**src/rtl/fsim_channel_arbiter_pkg.sv**
```systemverilog
// Shared types and constants for the FSim channel arbiter slice.
package fsim_arb_pkg;

  localparam int FSIM_N_CLIENTS = 4;
  localparam int FSIM_REQ_BITS  = 32;
  localparam int FSIM_RESP_BITS = 32;

  typedef logic [$clog2(FSIM_N_CLIENTS)-1:0] client_id_t;

  typedef enum logic [0:0] {
    IDLE = 1'b0,
    SEND = 1'b1
  } arb_state_e;

endpackage

```
**src/rtl/fsim_channel_arbiter_if.sv**
```systemverilog
// Client-side and manager-side handshake bundle of the FSim channel arbiter.
// The slave modport is the arbiter's view; master is the surrounding environment.
interface fsim_channel_arbiter_if
  import fsim_arb_pkg::*;
#(
  parameter int N_CLIENTS = FSIM_N_CLIENTS,
  parameter int REQ_BITS  = FSIM_REQ_BITS,
  parameter int RESP_BITS = FSIM_RESP_BITS
);

  logic [N_CLIENTS-1:0]          cl_req_valid;
  logic [N_CLIENTS-1:0]          cl_req_ready;
  logic [N_CLIENTS*REQ_BITS-1:0] cl_req_bits;
  logic [N_CLIENTS-1:0]          cl_resp_valid;
  logic [N_CLIENTS-1:0]          cl_resp_ready;
  logic [RESP_BITS-1:0]          cl_resp_bits;
  logic                          fsim_req_valid;
  logic                          fsim_req_ready;
  logic [REQ_BITS-1:0]           fsim_req_bits;
  logic                          fsim_resp_valid;
  logic                          fsim_resp_ready;
  logic [RESP_BITS-1:0]          fsim_resp_bits;

  modport slave (
    input  cl_req_valid, cl_req_bits, cl_resp_ready,
    input  fsim_req_ready, fsim_resp_valid, fsim_resp_bits,
    output cl_req_ready, cl_resp_valid, cl_resp_bits,
    output fsim_req_valid, fsim_req_bits, fsim_resp_ready
  );

  modport master (
    output cl_req_valid, cl_req_bits, cl_resp_ready,
    output fsim_req_ready, fsim_resp_valid, fsim_resp_bits,
    input  cl_req_ready, cl_resp_valid, cl_resp_bits,
    input  fsim_req_valid, fsim_req_bits, fsim_resp_ready
  );

endinterface

```
**src/rtl/fsim_channel_arbiter_id_fifo.sv**
```systemverilog
// FIFO of client IDs recording which client each in-flight request belongs to.
// A push is accepted when not full, or when a pop happens in the same cycle.
module fsim_id_fifo
  import fsim_arb_pkg::*;
#(
  parameter int  DEPTH = 4,
  parameter type id_t  = client_id_t
) (
  input  logic                     clock,
  input  logic                     reset,
  input  logic                     push,
  input  id_t                      push_id,
  input  logic                     pop,
  output logic                     full,
  output logic                     empty,
  output id_t                      head,
  output logic [$clog2(DEPTH):0]   count
);

  localparam int              PTR_W   = $clog2(DEPTH);
  localparam logic [PTR_W:0]  DEPTH_C = (PTR_W+1)'(DEPTH);

  id_t              mem_r [DEPTH];
  logic [PTR_W-1:0] wr_ptr_r;
  logic [PTR_W-1:0] rd_ptr_r;
  logic [PTR_W:0]   count_r;
  logic             push_ok_s;
  logic             pop_ok_s;

  assign empty     = (count_r == {(PTR_W+1){1'b0}});
  assign full      = (count_r == DEPTH_C);
  assign head      = mem_r[rd_ptr_r];
  assign count     = count_r;
  assign pop_ok_s  = pop & ~empty;
  assign push_ok_s = push & (~full | pop_ok_s);

  // Storage, wrapping pointers and occupancy; push+pop together leaves occupancy unchanged.
  always_ff @(posedge clock or posedge reset) begin
    if (reset) begin
      for (int i = 0; i < DEPTH; i++) begin
        mem_r[i] <= '0;
      end
      wr_ptr_r <= '0;
      rd_ptr_r <= '0;
      count_r  <= '0;
    end else begin
      if (push_ok_s) begin
        mem_r[wr_ptr_r] <= push_id;
        wr_ptr_r        <= wr_ptr_r + 1'b1;
      end
      if (pop_ok_s) begin
        rd_ptr_r <= rd_ptr_r + 1'b1;
      end
      if (push_ok_s && !pop_ok_s) begin
        count_r <= count_r + 1'b1;
      end else if (!push_ok_s && pop_ok_s) begin
        count_r <= count_r - 1'b1;
      end else begin
        count_r <= count_r;
      end
    end
  end

endmodule

```
**src/rtl/fsim_channel_arbiter.sv**
```systemverilog
// Shares one FSim manager request/response channel among N_CLIENTS requesters.
// Requests are granted round-robin and forwarded one at a time; responses come back
// in request order and are routed by the client ID recorded at capture time.
module fsim_channel_arbiter
  import fsim_arb_pkg::*;
#(
  parameter int N_CLIENTS       = FSIM_N_CLIENTS,
  parameter int REQ_BITS        = FSIM_REQ_BITS,
  parameter int RESP_BITS       = FSIM_RESP_BITS,
  parameter int MAX_OUTSTANDING = 4
) (
  input  logic                               clock,
  input  logic                               reset,
  fsim_channel_arbiter_if.slave              bus,
  output logic                               err_orphan_resp,
  output logic [$clog2(MAX_OUTSTANDING):0]   outstanding
);

  localparam int ID_W = (N_CLIENTS > 1) ? $clog2(N_CLIENTS) : 1;
  typedef logic [ID_W-1:0] cid_t;

  arb_state_e          state_r;
  arb_state_e          state_nxt_s;
  cid_t                rr_ptr_r;
  cid_t                rr_nxt_s;
  logic [REQ_BITS-1:0] req_bits_r;
  logic                err_r;
  logic [ID_W:0]       pick_s;
  logic                pick_found_s;
  cid_t                win_id_s;
  logic [REQ_BITS-1:0] win_bits_s;
  logic                capture_s;
  logic                pop_s;
  logic                orphan_s;
  logic                fifo_full_s;
  logic                fifo_empty_s;
  cid_t                fifo_head_s;

  // First requester at or after ptr, wrapping; returns {found, id}.
  function automatic logic [ID_W:0] rr_pick(input logic [N_CLIENTS-1:0] valid,
                                            input cid_t ptr);
    logic [ID_W:0] res;
    int            idx;
    res = '0;
    // Walk offsets from farthest to nearest so the nearest valid client is kept last.
    for (int k = N_CLIENTS - 1; k >= 0; k--) begin
      idx = (int'(ptr) + k) % N_CLIENTS;
      if (valid[idx]) begin
        res = {1'b1, cid_t'(idx)};
      end
    end
    return res;
  endfunction

  assign pick_s       = rr_pick(bus.cl_req_valid, rr_ptr_r);
  assign pick_found_s = pick_s[ID_W];
  assign win_id_s     = pick_s[ID_W-1:0];
  assign win_bits_s   = bus.cl_req_bits[int'(win_id_s)*REQ_BITS +: REQ_BITS];
  assign rr_nxt_s     = cid_t'((int'(win_id_s) + 1) % N_CLIENTS);

  fsim_id_fifo #(
    .DEPTH (MAX_OUTSTANDING),
    .id_t  (cid_t)
  ) u_id_fifo (
    .clock   (clock),
    .reset   (reset),
    .push    (capture_s),
    .push_id (win_id_s),
    .pop     (pop_s),
    .full    (fifo_full_s),
    .empty   (fifo_empty_s),
    .head    (fifo_head_s),
    .count   (outstanding)
  );

  // Request FSM state register.
  always_ff @(posedge clock or posedge reset) begin
    if (reset) begin
      state_r <= IDLE;
    end else begin
      state_r <= state_nxt_s;
    end
  end

  // Request FSM next state, capture decision and one-hot client ready.
  always_comb begin
    state_nxt_s      = state_r;
    capture_s        = 1'b0;
    bus.cl_req_ready = '0;
    case (state_r)
      IDLE: begin
        // A full FIFO can still accept when the head is being answered this cycle.
        if (!reset && pick_found_s && (!fifo_full_s || pop_s)) begin
          capture_s                  = 1'b1;
          bus.cl_req_ready[win_id_s] = 1'b1;
          state_nxt_s                = SEND;
        end else begin
          state_nxt_s = IDLE;
        end
      end
      SEND: begin
        if (bus.fsim_req_ready) begin
          state_nxt_s = IDLE;
        end else begin
          state_nxt_s = SEND;
        end
      end
      default: begin
        state_nxt_s = IDLE;
      end
    endcase
  end

  // Captured payload, round-robin pointer and sticky orphan flag.
  always_ff @(posedge clock or posedge reset) begin
    if (reset) begin
      rr_ptr_r   <= '0;
      req_bits_r <= '0;
      err_r      <= 1'b0;
    end else begin
      if (capture_s) begin
        rr_ptr_r   <= rr_nxt_s;
        req_bits_r <= win_bits_s;
      end
      if (orphan_s) begin
        err_r <= 1'b1;
      end
    end
  end

  // Response routing to the client at the FIFO head; with no owner the response is dropped.
  always_comb begin
    bus.cl_resp_valid   = '0;
    bus.fsim_resp_ready = 1'b0;
    pop_s               = 1'b0;
    orphan_s            = 1'b0;
    if (reset) begin
      pop_s = 1'b0;
    end else if (!fifo_empty_s) begin
      bus.cl_resp_valid[fifo_head_s] = bus.fsim_resp_valid;
      bus.fsim_resp_ready            = bus.cl_resp_ready[fifo_head_s];
      pop_s = bus.fsim_resp_valid & bus.cl_resp_ready[fifo_head_s];
    end else begin
      bus.fsim_resp_ready = 1'b1;
      orphan_s            = bus.fsim_resp_valid;
    end
  end

  assign bus.cl_resp_bits   = reset ? {RESP_BITS{1'b0}} : bus.fsim_resp_bits;
  assign bus.fsim_req_valid = (state_r == SEND);
  assign bus.fsim_req_bits  = req_bits_r;
  assign err_orphan_resp    = err_r;

endmodule

```
**src/flat_wrapper.sv**
```systemverilog
// flat-port wrapper written by rule: the top's interface ports become plain ports
module fsim_channel_arbiter_flat import fsim_arb_pkg::*;
#(
  parameter int N_CLIENTS       = FSIM_N_CLIENTS,
  parameter int REQ_BITS        = FSIM_REQ_BITS,
  parameter int RESP_BITS       = FSIM_RESP_BITS,
  parameter int MAX_OUTSTANDING = 4
)
  (clock, reset, err_orphan_resp, outstanding, bus_cl_req_valid, bus_cl_req_bits, bus_cl_resp_ready, bus_fsim_req_ready, bus_fsim_resp_valid, bus_fsim_resp_bits, bus_cl_req_ready, bus_cl_resp_valid, bus_cl_resp_bits, bus_fsim_req_valid, bus_fsim_req_bits, bus_fsim_resp_ready);
  fsim_channel_arbiter_if #(.N_CLIENTS(N_CLIENTS), .REQ_BITS(REQ_BITS), .RESP_BITS(RESP_BITS)) bus_i ();
  input  logic clock;
  input  logic reset;
  output logic err_orphan_resp;
  output logic [$clog2(MAX_OUTSTANDING):0] outstanding;
  input wire logic [$bits(bus_i.cl_req_valid)-1:0] bus_cl_req_valid;
  input wire logic [$bits(bus_i.cl_req_bits)-1:0] bus_cl_req_bits;
  input wire logic [$bits(bus_i.cl_resp_ready)-1:0] bus_cl_resp_ready;
  input wire logic [$bits(bus_i.fsim_req_ready)-1:0] bus_fsim_req_ready;
  input wire logic [$bits(bus_i.fsim_resp_valid)-1:0] bus_fsim_resp_valid;
  input wire logic [$bits(bus_i.fsim_resp_bits)-1:0] bus_fsim_resp_bits;
  output wire logic [$bits(bus_i.cl_req_ready)-1:0] bus_cl_req_ready;
  output wire logic [$bits(bus_i.cl_resp_valid)-1:0] bus_cl_resp_valid;
  output wire logic [$bits(bus_i.cl_resp_bits)-1:0] bus_cl_resp_bits;
  output wire logic [$bits(bus_i.fsim_req_valid)-1:0] bus_fsim_req_valid;
  output wire logic [$bits(bus_i.fsim_req_bits)-1:0] bus_fsim_req_bits;
  output wire logic [$bits(bus_i.fsim_resp_ready)-1:0] bus_fsim_resp_ready;
  assign bus_i.cl_req_valid = bus_cl_req_valid;
  assign bus_i.cl_req_bits = bus_cl_req_bits;
  assign bus_i.cl_resp_ready = bus_cl_resp_ready;
  assign bus_i.fsim_req_ready = bus_fsim_req_ready;
  assign bus_i.fsim_resp_valid = bus_fsim_resp_valid;
  assign bus_i.fsim_resp_bits = bus_fsim_resp_bits;
  assign bus_cl_req_ready = bus_i.cl_req_ready;
  assign bus_cl_resp_valid = bus_i.cl_resp_valid;
  assign bus_cl_resp_bits = bus_i.cl_resp_bits;
  assign bus_fsim_req_valid = bus_i.fsim_req_valid;
  assign bus_fsim_req_bits = bus_i.fsim_req_bits;
  assign bus_fsim_resp_ready = bus_i.fsim_resp_ready;
  fsim_channel_arbiter #(.N_CLIENTS(N_CLIENTS), .REQ_BITS(REQ_BITS), .RESP_BITS(RESP_BITS), .MAX_OUTSTANDING(MAX_OUTSTANDING)) u_core (.clock(clock), .reset(reset), .bus(bus_i), .err_orphan_resp(err_orphan_resp), .outstanding(outstanding));
endmodule
```
**config.mk**
```make
export PLATFORM = sky130hd
export DESIGN_NAME = fsim_channel_arbiter_flat
export DESIGN_NICKNAME = d
export VERILOG_FILES = /design/src/rtl/fsim_channel_arbiter_pkg.sv /design/src/rtl/fsim_channel_arbiter_if.sv /design/src/rtl/fsim_channel_arbiter_id_fifo.sv /design/src/rtl/fsim_channel_arbiter.sv /design/src/flat_wrapper.sv
export SDC_FILE = /design/constraint.sdc
export NUM_CORES = 1
export LEC_CHECK = 0
export ABC_AREA = 1
export CORE_ASPECT_RATIO = 0.9
export CORE_UTILIZATION = 41
export CTS_BUF_LIST = sky130_fd_sc_hd__clkbuf_4 sky130_fd_sc_hd__clkbuf_8
export CTS_CLUSTER_SIZE = 16
export DETAILED_ROUTE_END_ITERATION = 8
export PLACE_DENSITY_LB_ADDON = 0.3
export RECOVER_POWER = 50
export REMOVE_ABC_BUFFERS = 1
export SLEW_MARGIN = 10
export SYNTH_ARGS = -nofsm -noshare
export SYNTH_HDL_FRONTEND = slang
export SYNTH_SLANG_ARGS = --single-unit
```
**constraint.sdc**
```tcl
create_clock -name clock -period 4.9 [get_ports clock]
set_clock_uncertainty 0.15 [all_clocks]
set_input_delay 0.49 -clock clock [delete_from_list [all_inputs] [get_ports clock]]
set_output_delay 0.49 -clock clock [all_outputs]
set_load 0.02 [all_outputs]
```
Word-level counts from Yosys, hierarchy flattened
Index checks and enable logic that the tools add are counted.
Widths: inputs -> output; s select.
- add/sub/neg operators: 8
- magnitude comparators: 11
- eq/ne operators: 1
- shifts and indexed selects: 1
- muxes and demuxes: 44
- bitwise logic cells: 13
- reductions and logical operators: 17
- operator list (kind ; number):
    $shiftx 128x8->32 ; 1
    $mux 32 ; 1
    $mux 1 ; 19
    $mux 3 ; 6
    $mux 4 ; 4
    $lt 3x4->1 const B ; 3
    $bmux 1 s2 ; 5
    $lt 2x3->1 const B ; 3
    $add 2x1->2 const B ; 4
    $bwmux 8 ; 1
    $logic_and 1x1->1 ; 7
    $ge 3x3->1 const B ; 2
    $mux 2 ; 3
    $not 2->3 ; 2
    $reduce_or 2->1 ; 3
    $add 2x2->2 const B ; 2
    $and 4x4->4 ; 1
    $bmux 2 s2 ; 1
    $demux 1 s2 ; 2
    $demux 2 s2 ; 1
    $ge 2x1->1 const B ; 2
    $logic_not 1->1 ; 4
    $add 3x1->3 const B ; 1
    $and 1x1->1 ; 3
    10 further kinds ; 14
- register bits after elaboration: 51
- output and inout port bits: 78
- logic and storage cells: 106

Logic depth before layout (Yosys ltp)
- word-level depth: 19
- depth in mapped cells: 18

Hierarchy
From an unflattened synthesis, not the netlist that was laid out.
- cell total of the unflattened synthesis: 709
- area total of the unflattened synthesis: 4264.1 µm²
- by module, submodules not included (module ; instances ; cells each ; area each (µm²) ; sequential area each (µm²)):
    fsim_channel_arbiter ; 1 ; 612 ; 3430.8 ; 900.9
    fsim_id_fifo ; 1 ; 97 ; 833.3 ; 375.4

Least setup slack after synthesis
Ideal clock, no wire load.
- path type: input -> register
- from: input port reset
- to: register u_core.u_id_fifo.count_r[2] (netlist: u_core.u_id_fifo.count[2])
- arrival: 3.842 ns
- data required time: 4.619 ns
- setup slack: 0.777 ns
- cell stages on the path: 14
- cell sequence: clkbuf_1 -> inv_1 -> nand3_1 -> nand3b_2 -> nand2_2 -> nand2_4 -> inv_2 -> buf_4 -> ha_1 -> inv_1 -> fa_1 -> a21oi_1 -> o21ai_0 -> xor2_1
- word-level cells in the longest chain between the ends: 9
- elaborated cells between the ends (all ways): 16
- classes of those cells: mux: 4; bitwise: 3; reduce/logical: 9
- RTL lines (element ; line ; RTL):
    start, declared ; flat_wrapper.sv:12 ; input logic reset;
    $mux 1 or $logic_not 1->1 (tied branches) ; - ;
    $logic_or 1x1->1 or $logic_and 1x1->1 (tied branches) ; fsim_channel_arbiter.sv:93 ; if (!reset && pick_found_s && (!fifo_full_s || pop_s)) begin
    $logic_and 1x1->1 ; fsim_channel_arbiter.sv:93 ;
    $mux 1 ; fsim_channel_arbiter.sv:93 ;
    $mux 1 ; fsim_channel_arbiter.sv:90 ; case (state_r)
    $and 1x1->1 (*) ; fsim_channel_arbiter_id_fifo.sv:35 ; assign push_ok_s = push & (~full | pop_ok_s);
    via u_core.u_id_fifo.push_ok_s ; fsim_channel_arbiter_id_fifo.sv:27 ; logic push_ok_s;
    $logic_not 1->1 ; fsim_channel_arbiter_id_fifo.sv:56 ; end else if (!push_ok_s && pop_ok_s) begin
    $logic_and 1x1->1 ; fsim_channel_arbiter_id_fifo.sv:56 ;
    $reduce_bool 2->1 (no source line) ; - ;
    end signal, assigned ; fsim_channel_arbiter_id_fifo.sv:55 ; count_r <= count_r + 1'b1;
    end signal, assigned ; fsim_channel_arbiter_id_fifo.sv:57 ; count_r <= count_r - 1'b1;
    end signal, assigned ; fsim_channel_arbiter_id_fifo.sv:59 ; count_r <= count_r;
    end, declared ; fsim_channel_arbiter_id_fifo.sv:26 ; logic [PTR_W:0] count_r;
The timed path passes the listed nets; every way through them passes the cells marked *.
A chain may end at the register's enable or synchronous reset.

Final worst setup path
- from: register u_core.rr_ptr_r[0]
- to: output port bus_cl_req_ready[2]
- word-level cells in the longest chain between the ends: 14
- elaborated cells between the ends (all ways): 27
- classes of those cells: add/sub: 3; order compare: 2; mux: 19; reduce/logical: 3
- RTL lines (element ; line ; RTL):
    start, declared ; fsim_channel_arbiter.sv:24 ; cid_t rr_ptr_r;
    start signal, assigned ; fsim_channel_arbiter.sv:122 ; rr_ptr_r <= rr_nxt_s;
    $add 2x2->2 ; fsim_channel_arbiter.sv:47 ; idx = (int'(ptr) + k) % N_CLIENTS;
    $bmux 1 s2 ; fsim_channel_arbiter.sv:48 ; if (valid[idx]) begin
    $mux 1 (not written as such) (2 in series) ; fsim_channel_arbiter.sv:48 ;
    $mux 3 (3 in series) ; fsim_channel_arbiter.sv:48 ;
    $mux 3 (*) ; fsim_channel_arbiter.sv:48 ;
    $lt 2x3->1 (not written as such) or $ge 2x1->1 (tied branches) ; fsim_channel_arbiter.sv:95 ; bus.cl_req_ready[win_id_s] = 1'b1;
    $logic_and 1x1->1 (not written as such) ; fsim_channel_arbiter.sv:95 ;
    $mux 1 (not written as such) ; fsim_channel_arbiter.sv:95 ;
    $demux 1 s2 ; - ;
    $mux 4 (*) ; fsim_channel_arbiter.sv:93 ;
    $mux 4 (*) ; fsim_channel_arbiter.sv:90 ;
    end, declared ; flat_wrapper.sv:21 ; output wire logic [$bits(bus_i.cl_req_ready)-1:0] bus_cl_req_ready;
Mark *: on every way between the ends. The rest lies on a longest branch, timed or not. The select of a mux whose other input is x is not followed.

==> out/qor.yml <==
status: "finished with violations"
failed_checks: "design-rule violations, max-capacitance violations, max-slew violations"
cts_buffers: 5
hold_path_class: "register to register"
cap_viol_max_count: 1
cts_root_buf: "clkbuf_8"
maxSlewHeadroom_pct: -77.56
rsz0062_at_grt: "false"
pre_cts_ws_ns: 1.101
drv_slew: 52
cp_top_family: "simple AND/OR/NAND/NOR gates"
grt_pass1_wl_um: 21550
dieArea_um2: 11230
postCtsHoldBufs: 0
core_area_um2: 10380
cts_tree: "built"
drtIter0Drc: 203
ir_worst_vdd_mv: 0.3690
tns_ns: 0
drive_gt1_share_pct: 3.455
clock_path_buffers: 2
cpMaxStageDelayCell: "clkdlybuf4s50_1"
worst_slew_pin_slew_ns: 2.663
hold_viol_final: 0
area_delta_synth_final_pct: 57.78
start_kind: "register"
critPathKind: "register to output pin"
dp.cells: 1105
synth_common_cells: "244 x nand2_1, 180 x inv_1, 141 x nand3_1"
dp_hpwl_um: 9985
crit_buf_inv: 4
yosysTopAreaCell: "dfrtp_1"
nets: 1165
synth_edf_count: 0
route.vias.total: 5174
die_h_um: 100.6
synthCells: 759
start_util_pct: 42.71
cts_setup_buffers: 0
clock_latency_ns: 0.30
cellPowerDensity_nw_per_um2: 561.3
htreeDepth: 2
antenna_found_initial: 1
cts_sinks: 51
synth_top_area_share_pct: 28.79
drt-wirelength-per-cell_um: 11.74
clkSlewWorstSetupHoldPaths_ns: 0.09
nFillCells: 906
drt_wl_total_um: 13080
finalCritPeriodShare_pct: 77.92
period_needed_ns: 3.818
cts_resized: 0
final_cells: 1114
p_leak_nw: 3.890
yosysSeqAreaShare_pct: 28.79
cp.required_ns: 4.26
synth_flop_cell: "dfrtp_1"
die_w_um: 111.6
yosysMostFrequentCell: "nand2_1"
portBuffers: 249
drc: 18
critPathArrivalTime_ns: 3.18
ys_ff_latch: 51
hold_ws_ns: 0.3302
overflow: 0
synth_area_per_cell_um2: 5.841
synthTopCellsByArea: "dfrtp_1 29%, nand2_1 21%, nand3_1 16%"
seqCellArea_um2: 1276
crit_path_cell_trace: "inv_4 > nand2_1 > nand2_1 > nand2_1 > nand2_2 > nor2_2 > nor2_1 > nand2_2 > nand2_2 > inv_2 > ha_1 > inv_1 > nor2_1 > clkdlybuf4s50_1"
ys_async_sr_fraction_pct: 100.0
ant_nets: 0
syn_area_um2: 4433
grt_max_degree: 65
dr.pass1.iters: 8
io_pins: 250
place_congestion: 0.8072
synth_warnings: 0
grt_pass1_vias: 4791
crit_fanout: 34
rows: 35
setup_viol: 0
crit_path_end_kind: "output pin"
ys_types: 28
multi_input_area_um2: 2201
grt_usage_pct: 23.48
viasPerCell: 4.645
max_freq_mhz: 261.9
critical-path-max-stage-delay_ns: 0.64
fin_ws_ns: 1.082
==> routing by layer <==
| layer | part of all wire [%] | global-route usage [%] | vias to the layer above |
|---|---|---|---|
| met5 | 0 | 0 | - |
| met4 | 1.7 | 7.380 | 0 |
| met3 | 8.6 | 6.615 | 17 |
| met2 | 52 | 45.05 | 195 |
| met1 | 38 | 24.96 | 2272 |
| li1 | - | - | 2690 |
==> worst paths after layout <==
path / startpoint / to / slack, ns / cells after the start
setup / recovery: u_core.rr_ptr_r[0] / bus_cl_req_ready[2] / 1.08 / 14
min in group asynchronous: reset / u_core.bus.fsim_req_valid / 0.40 / 2
hold reg to reg: u_core.bus.fsim_req_bits[25] / u_core.bus.fsim_req_bits[25] / 0.33 / 2
setup reg to reg: u_core.rr_ptr_r[0] / u_core.u_id_fifo.count[2] / 1.71 / 14
hold / removal: u_core.bus.fsim_req_bits[25] / u_core.bus.fsim_req_bits[25] / 0.33 / 2
max in group asynchronous: reset / u_core.bus.fsim_req_bits[20] / 1.44 / 3
==> final cells by class <==
cell class / count / area share, %
tap: 129 / 2.308
antenna: 1 / 0.03578
clock buffer: 8 / 1.485
timing repair buffer: 256 / 36.33
inverter: 188 / 10.13
multi-input combinational: 481 / 31.47
sequential: 51 / 18.25
==> through the flow <==
step / power (W) / utilization, % / cell area (um^2)
detailed placement: 0.003746 / 66.44 / 6895
global route: 0.004362 / 67.39 / 6994
finish: 0.003926 / 67.39 / 6994
global placement: 0.003696 / 66.44 / 6895
floorplan: 0.002703 / - / 4184
CTS: 0.004026 / 67.44 / 6999
==> worst reg2reg max path, stage by stage, from the launching register on <==
cell and delay, ns:
dfrtp_1 0.58, inv_4 0.09, nand2_1 0.11, nand3_1 0.10
nand2_1 0.10, inv_1 0.07, a31oi_2 0.35, nand2_4 0.34
inv_2 0.14, ha_1 0.16, inv_1 0.07, fa_1 0.38
a21oi_1 0.15, o21ai_0 0.13, xor2_1 0.16
==> state kept, by name, indices dropped and copies added, names as in the netlist <==
name,count
u_core.u_id_fifo.count,3
u_core.u_id_fifo.mem_r,8
u_core.u_id_fifo.wr_ptr_r,2
u_core.rr_ptr_r,2
u_core.bus.fsim_req_valid,1
u_core.u_id_fifo.rd_ptr_r,2
u_core.bus.fsim_req_bits,32
u_core.err_orphan_resp,1
==> power breakdown <==
part           leakage [nW]  switching [W]  internal [W]
clock network        0.0549       0.000133      0.000135
registers             0.629       0.000147      0.000632
logic                  3.21        0.00181       0.00107
==> cell families (layout without fill, tap and decap cells) <==
family | after synthesis | count (layout) | synth area share [%]
XOR/XNOR | 5 | 5 | 0.9878
AND/OR/NAND/NOR | 443 | 443 | 42.31
flip-flops | 51 | 51 | 28.79
other | 0 | 1 | 0
buffers and inverters | 227 | 452 | 21.59
adder cells (fa/ha/maj) | 10 | 10 | 2.992
AO/OA/AOI/OAI | 22 | 22 | 3.076
multiplexers | 1 | 1 | 0.2540
==> cells in the final DEF (no fill, tap or decap), drive strengths merged <==
cell           Yosys  routed
nand2            250     250
clkdlybuf4s50      0     212
inv              188     188
nand3            141     141
dfrtp             51      51
nor2              46      46
dlygate4sd3        0      37
o21ai             17      17
ha                 9       9
clkbuf             5       9
buf               34       6
nor3               5       5
xor2               4       4
a21oi              2       2
a31oi              2       2
diode              0       1
nand3b             1       1
o21bai             1       1
xnor2              1       1
mux2               1       1
fa                 1       1
Note: power is estimated with default switching activity, not from simulation.
